## src/rtl/sterownik_skanowania.sv

```systemverilog
// Scan sequencer for the 4-digit HH:MM multiplexed display: digit select,
// anti-ghosting blank window, blinking separator dot and edit-mode blanking.
//
// state   | meaning
// --------+--------------------------------------------------------------
// ST_OFF  | display dark, slot/blink counters and faza held cleared
// ST_BLANK| first GHOST_CYC clocks of a digit slot, anode forced off
// ST_SHOW | rest of the slot, digit lit unless edit blinking hides it
module sterownik_skanowania #(
    parameter int SCAN_DIV  = 50000,
    parameter int GHOST_CYC = 1000,
    parameter int BLINK_DIV = 50000000
) (
    input  logic       clk,
    input  logic       rst_n,
    input  logic       en,
    input  logic [1:0] tryb_ustaw,
    input  logic       sync_sek,
    output logic [1:0] odswiezanie_o,
    output logic       wygas_o,
    output logic       kropka_o
);

    localparam int SW = (SCAN_DIV > 1) ? $clog2(SCAN_DIV) : 1;
    localparam int BW = (BLINK_DIV > 1) ? $clog2(BLINK_DIV) : 1;
    localparam logic [SW-1:0] SLOT_LAST  = SW'(SCAN_DIV - 1);
    localparam logic [SW-1:0] GHOST_LAST = SW'(GHOST_CYC - 1);
    localparam logic [BW-1:0] BLINK_LAST = BW'(BLINK_DIV - 1);

    typedef enum logic [1:0] {
        ST_OFF   = 2'd0,
        ST_BLANK = 2'd1,
        ST_SHOW  = 2'd2
    } stan_t;

    stan_t         stan, stan_nx;
    logic [SW-1:0] slot_cnt, slot_cnt_nx;
    logic [BW-1:0] blink_cnt, blink_cnt_nx;
    logic          faza, faza_nx;
    logic [1:0]    sel_nx;
    logic          edit_blank;
    logic          wygas_nx;
    logic          kropka_nx;

    always_ff @(posedge clk or negedge rst_n) begin
        if (!rst_n) begin
            stan          <= ST_OFF;
            slot_cnt      <= '0;
            blink_cnt     <= '0;
            faza          <= 1'b0;
            odswiezanie_o <= 2'b00;
            wygas_o       <= 1'b1;
            kropka_o      <= 1'b1;
        end else begin
            stan          <= stan_nx;
            slot_cnt      <= slot_cnt_nx;
            blink_cnt     <= blink_cnt_nx;
            faza          <= faza_nx;
            odswiezanie_o <= sel_nx;
            wygas_o       <= wygas_nx;
            kropka_o      <= kropka_nx;
        end
    end

    // Blink phase: a second-sync pulse wins over a coincident terminal count.
    always_comb begin
        blink_cnt_nx = '0;
        faza_nx      = 1'b0;
        if (en) begin
            if (sync_sek) begin
                blink_cnt_nx = '0;
                faza_nx      = 1'b1;
            end else if (blink_cnt == BLINK_LAST) begin
                blink_cnt_nx = '0;
                faza_nx      = ~faza;
            end else begin
                blink_cnt_nx = blink_cnt + 1'b1;
                faza_nx      = faza;
            end
        end
    end

    always_comb begin
        stan_nx     = stan;
        slot_cnt_nx = slot_cnt;
        sel_nx      = odswiezanie_o;
        case (stan)
            ST_OFF: begin
                slot_cnt_nx = '0;
                sel_nx      = 2'b00;
                if (en) stan_nx = ST_BLANK;
            end
            ST_BLANK: begin
                slot_cnt_nx = slot_cnt + 1'b1;
                if (slot_cnt == GHOST_LAST) stan_nx = ST_SHOW;
            end
            ST_SHOW: begin
                if (slot_cnt == SLOT_LAST) begin
                    slot_cnt_nx = '0;
                    sel_nx      = odswiezanie_o + 2'd1;
                    stan_nx     = ST_BLANK;
                end else begin
                    slot_cnt_nx = slot_cnt + 1'b1;
                end
            end
            default: begin
                stan_nx     = ST_OFF;
                slot_cnt_nx = '0;
                sel_nx      = 2'b00;
            end
        endcase

        if (!en) begin
            stan_nx     = ST_OFF;
            slot_cnt_nx = '0;
            sel_nx      = 2'b00;
        end

        // Outputs are registered from next-state values so they line up
        // with the select/phase they describe.
        edit_blank = ~faza_nx &
                     (((tryb_ustaw == 2'b01) & ~sel_nx[1]) |
                      ((tryb_ustaw == 2'b10) &  sel_nx[1]));
        wygas_nx   = (stan_nx != ST_SHOW) | edit_blank;
        kropka_nx  = ~faza_nx;
    end

endmodule

```

## config.mk

```make
export PLATFORM = sky130hd
export DESIGN_NAME = sterownik_skanowania
export DESIGN_NICKNAME = d
export VERILOG_FILES = /design/src/rtl/sterownik_skanowania.sv
export SDC_FILE = /design/constraint.sdc
export NUM_CORES = 1
export LEC_CHECK = 0
export CORE_UTILIZATION = 55
export DETAILED_ROUTE_END_ITERATION = 6
export HOLD_SLACK_MARGIN = 0.08
export PLACE_DENSITY = 0.73
export SLEW_MARGIN = 20
export SYNTH_ARGS = -nofsm -noshare
export SYNTH_HDL_FRONTEND = slang
export SYNTH_SLANG_ARGS = --single-unit
```

## constraint.sdc

```tcl
create_clock -name clk -period 6 [get_ports clk]
set_clock_uncertainty 0.15 [all_clocks]
set_input_delay 0.9 -clock clk [delete_from_list [all_inputs] [get_ports clk]]
set_output_delay 0.9 -clock clk [all_outputs]
set_load 0.02 [all_outputs]
```

After elaboration in Yosys (flattened, before gate mapping) --
Index checks and enable logic that the tools add are counted.
Cells by class: $add $sub $neg 3, eq/ne operators 10, muxes and demuxes 16, bitwise operators 8, reductions and logical operators 2
Operators by type and width (count):
- $mux W26 | 3
- $mux W16 | 2
- $pmux W16 S2 | 1
- $add A26 B1 Y26 const B | 1
- $eq A26 B26 Y1 const B | 1
- $add A16 B1 Y16 const B | 1
- $eq A16 B10 Y1 const B | 1
- $eq A16 B16 Y1 const B | 1
- $mux W2 | 5
- $pmux W2 S3 | 1
- $eq A2 B1 Y1 const B | 2
- $eq A2 B2 Y1 const B | 2
- $ne A2 B2 Y1 const B | 2
- $pmux W2 S2 | 1
- $and A1 B1 Y1 | 3
- $mux W1 | 3
- $ne A3 B3 Y1 const B | 1
- $not A1 Y1 | 3
- $add A2 B1 Y2 const B | 1
- $logic_not A2 Y1 | 1
- $or A1 B1 Y1 | 2
- $reduce_and A2 Y1 | 1
Storage, ports and cells: bits in registers 49, output and inout port bits 4, logic and storage cells 47

Longest topological paths before layout --
word-level depth 9, depth in mapped cells 8

Worst setup path after synthesis --
Ideal clock, no wire load.
path kind register to register, start point register slot_cnt[4], end point register slot_cnt[10], library setup time 119 ps, arrival 1861 ps, path slack 3870 ps, cell stages (with the launch flop) 8, path buffers 1, period minus slack after synthesis 2130 ps, path through dfrtp_1 > or4_4 > nor3_1 > nand3_1 > a21o_1 > nand3_2 > buf_4 > nor2_1
On the way: cells in the longest elaborated chain, start to end 4, elaborated cells on any way between the ends 5, those cells by class 1 x add/sub; 1 x eq/ne; 3 x mux
RTL lines:
- start: declaration | line 37 | logic [SW-1:0] slot_cnt, slot_cnt_nx;
- start signal: assignment | line 56 | slot_cnt <= slot_cnt_nx;
- $add A16 B1 Y16 or $eq A16 B16 Y1 (tied branches) | line 94, 103, 98
- $mux W16 | line 98 | if (slot_cnt == SLOT_LAST) begin
- $pmux W16 S2 * | line 87 | case (stan)
- $mux W16 * | line 113 | if (!en) begin
- net slot_cnt_nx[10] | line 37
Mark *: on every way through the listed nets, which the timed path passes. The rest lies on a longest branch. A chain may end at the register's enable or synchronous reset.

Worst setup path in the final report --
start point register kropka_o, end point output kropka_o
RTL lines:
- start: declaration | line 21 | output logic kropka_o
- start signal: assignment | line 61 | kropka_o <= kropka_nx;
No word-level cell between the ends.

==> key figures <==
Synthesis
  • Asr flop ratio synth: 100%
  • Synth Net Count: 262
  • Number of synthesized flops with an enable pin: 0
  • Synth top area share: 47.4%
  • Synth Register Bits: 49
  • Ys Warns: 0
  • Synth Flop Type: dfrtp_1
  • Seq/Total Area, Yosys: 49.5%
  • Post-synthesis cell type count: 39
  • Yosys top cell by area: dfrtp_1
  • Syn Area/Cell: 9.93 sq um
  • Synthesized cell area: 0.00248 sq mm
  • Cells after Synth: 250
  • Synth top area cells: dfrtp_1 (47%), xor2_1 (8.8%), nor2_1 (7.3%)

Power and ir drop
  • Leak Pwr: 0.00115 uW
  • VDD IR-drop max: 0.155 mV
  • Power Density: 222 mW/mm^2

Worst setup path
  • Worst setup EP type: output pin
  • Worst Path Buf+Inv: 1
  • R2r endpoint: blink_cnt[24]
  • R2r worst-path depth: 5
  • Slowest CP cell: clkdlybuf4s50_1
  • Sequence of cells on the critical path: clkdlybuf4s50_1
  • Worst reg2reg startpoint: blink_cnt[0]
  • Largest delay contributor family on the critical path: buffers and inverters
  • Register-to-register path setup slack: 3630 ps
  • Worst-path fanout max: 1
  • Critical Path AT: 1400 ps
  • Setup CP Type: reg -> out
  • Startpoint types: flip-flop
  • WP data required: 4950 ps
  • CP max stage delay: 590 ps

Clocking
  • Max Root-Sink Buffers: 2
  • Clk root buf: clkbuf_8
  • Num Clock Sinks: 49
  • CTS buffer count: 5
  • Hold-fix buffers, CTS: 0
  • Reg clk slew, reported paths: 90 ps
  • Post CTS Setup Buffer Count: 0
  • TritonCTS clock tree: built
  • Clk_lat worst skew: 310 ps
  • CTS resizes: 0
  • H-tree depth: 2

Hold path
  • Hold wc startpoint: slot_cnt[0]
  • Worst hold path depth: 1
  • Hold endpoint: slot_cnt[0]
  • Hold Path Class: reg -> reg

Timing
  • Min Clock Period, post-route: 2450 ps
  • Final setup viols: 0
  • Slew Limit Headroom: 45.6%
  • Hold Vio Cnt, Final: 0
  • Worst slew pin tran: 816 ps
  • Setup TNS: 0 ps
  • Maximum clock rate: 0.407 GHz
  • Final count of pins violating max slew: 0
  • Setup ws final: 3550 ps
  • RSZ-0062 raised after global routing: no
  • Final Cycle Share: 40.9%

Global route
  • First-pass GRT wire length: 7450 um
  • GRT Util Overall: 19.5%
  • Largest net degree at the start of global routing: 50
  • Initial antenna violation count: 0
  • Vias in the first global route: 1634
  • GRT Residual Overflow: 0

Flow run
  • Max-cap violations: 0

Status
  • Status: complete, no violations

Layout
  • Most frequent cells in the layout: nor2_1 (48), dfrtp_1 (47), xor2_1 (25), nand3_1 (23)
  • Area Growth Syn to Fin: 10.0%
  • Commonest non-fill, non-tap cell in the layout: nor2_1
  • Final net count: 273
  • Non-filler cells, final: 314
  • Share of post-route cells with drive strength above 1: 6.87%
  • ANT cells: 0

Placement
  • Dpl cells: 306
  • Place WS: 3220 ps
  • RePlAce Congestion: 0.786
  • HPWL after DPL: 2880 um
  • I/O Buffers: 9

Routing
  • Routed WL per cell: 13.5 um
  • Vias post-DR: 1705
  • Routed Antenna Nets: 0
  • Initial DRC count: 58
  • Vias per std cell: 5.43
  • DRC: 0
  • DRT Wirelength: 4240 um
  • Initial DRT Pass Iterations: 6

Die
  • Rows: 24
  • Die X-Extent: 69.2 um
  • Die ar.: 0.00479 sq mm
  • I/O pins: 10
  • Die height: 69.2 um
  • Core area: 0.00435 sq mm
  • Starting Density: 57.0%
[per-layer routing]
layer | up-vias | share of wire, % | track usage, %
met5 | - | 0 | 0
met4 | 0 | 1.5 | 6.80
met3 | 6 | 2.4 | 4.80
met2 | 13 | 48 | 31.9
met1 | 817 | 48 | 25.1
li1 | 869 | - | -
[layout make-up]
class / instances / area, sq um
timing repair buffer: 9 / 87.6
clock buffer: 6 / 82.6
fill: 358 / 1620
clock inverter: 2 / 37.5
multi-input combinational: 188 / 1200
sequential: 49 / 1230
inverter: 8 / 30.0
tap: 52 / 65.1
[kinds of logic (layout without fill, tap and decap cells)]
logic type / count (synthesis) / count (layout) / share of synthesized area, %
buffers and inverters: 13 / 25 / 2.17
XOR/XNOR: 39 / 39 / 13.8
AO/OA/AOI/OAI: 11 / 11 / 3.38
flip-flops: 49 / 49 / 49.5
multiplexers: 2 / 2 / 0.806
adder cells (fa/ha/maj): 6 / 6 / 3.02
AND/OR/NAND/NOR: 130 / 130 / 27.4
[synthesized netlist by cell type, drive strengths merged (2+ instances only)]
| cell type | number |
|---|---|
| and3 | 11 |
| clkbuf | 3 |
| nor3 | 3 |
| nor4 | 4 |
| nand3 | 24 |
| inv | 8 |
| dfrtp | 47 |
| nor2 | 48 |
| nor4b | 2 |
| nand4 | 8 |
| a21o | 2 |
| a21oi | 2 |
| nand2 | 14 |
| xnor2 | 14 |
| o211ai | 2 |
| buf | 2 |
| xor2 | 25 |
| o21ai | 2 |
| nand4b | 4 |
| nor3b | 3 |
| ha | 6 |
| mux2i | 2 |
| dfstp | 2 |
| and4 | 2 |
[flip-flops by register name (all words and copies together) (netlist names)]
register	flops
wygas_o	1
faza	1
stan	2
kropka_o	1
blink_cnt	26
odswiezanie_o	2
slot_cnt	16
[worst max-delay path by stage]
| stage | from | end | slack [ps] | cells after the start |
|---|---|---|---|---|
| 2_1_floorplan | slot_cnt[4] | slot_cnt[10] | 3870 | 7 |
| 3_3_place_gp | en | blink_cnt[5] | 3290 | 3 |
| 3_5_place_dp | en | blink_cnt[24] | 3220 | 3 |
| 4_1_cts | kropka_o | kropka_o | 3530 | 1 |
| 5_1_grt | blink_cnt[7] | blink_cnt[21] | 3410 | 6 |
| 6_report | kropka_o | kropka_o | 3550 | 1 |
[power breakdown]
group	leakage (uW)	internal [uW]	switching, uW
Combinational	0.000415	8.12	17.0
Sequential	0.000674	333	1.72
Clock	0.0000574	136	111
Total	0.00115	476	129
[through the flow]
step / power [uW] / hold WS [ps] / util [%] / instance area, sq um
finish: 606 / 314 / 62.8 / 2730
global route: 627 / 334 / 62.8 / 2730
CTS: 613 / 314 / 62.7 / 2730
detailed placement: 367 / 295 / 59.9 / 2610
global placement: 366 / 296 / 59.9 / 2610
floorplan: 353 / 274 / - / 2480
No activity file was read; power rests on OpenSTA's default activity.
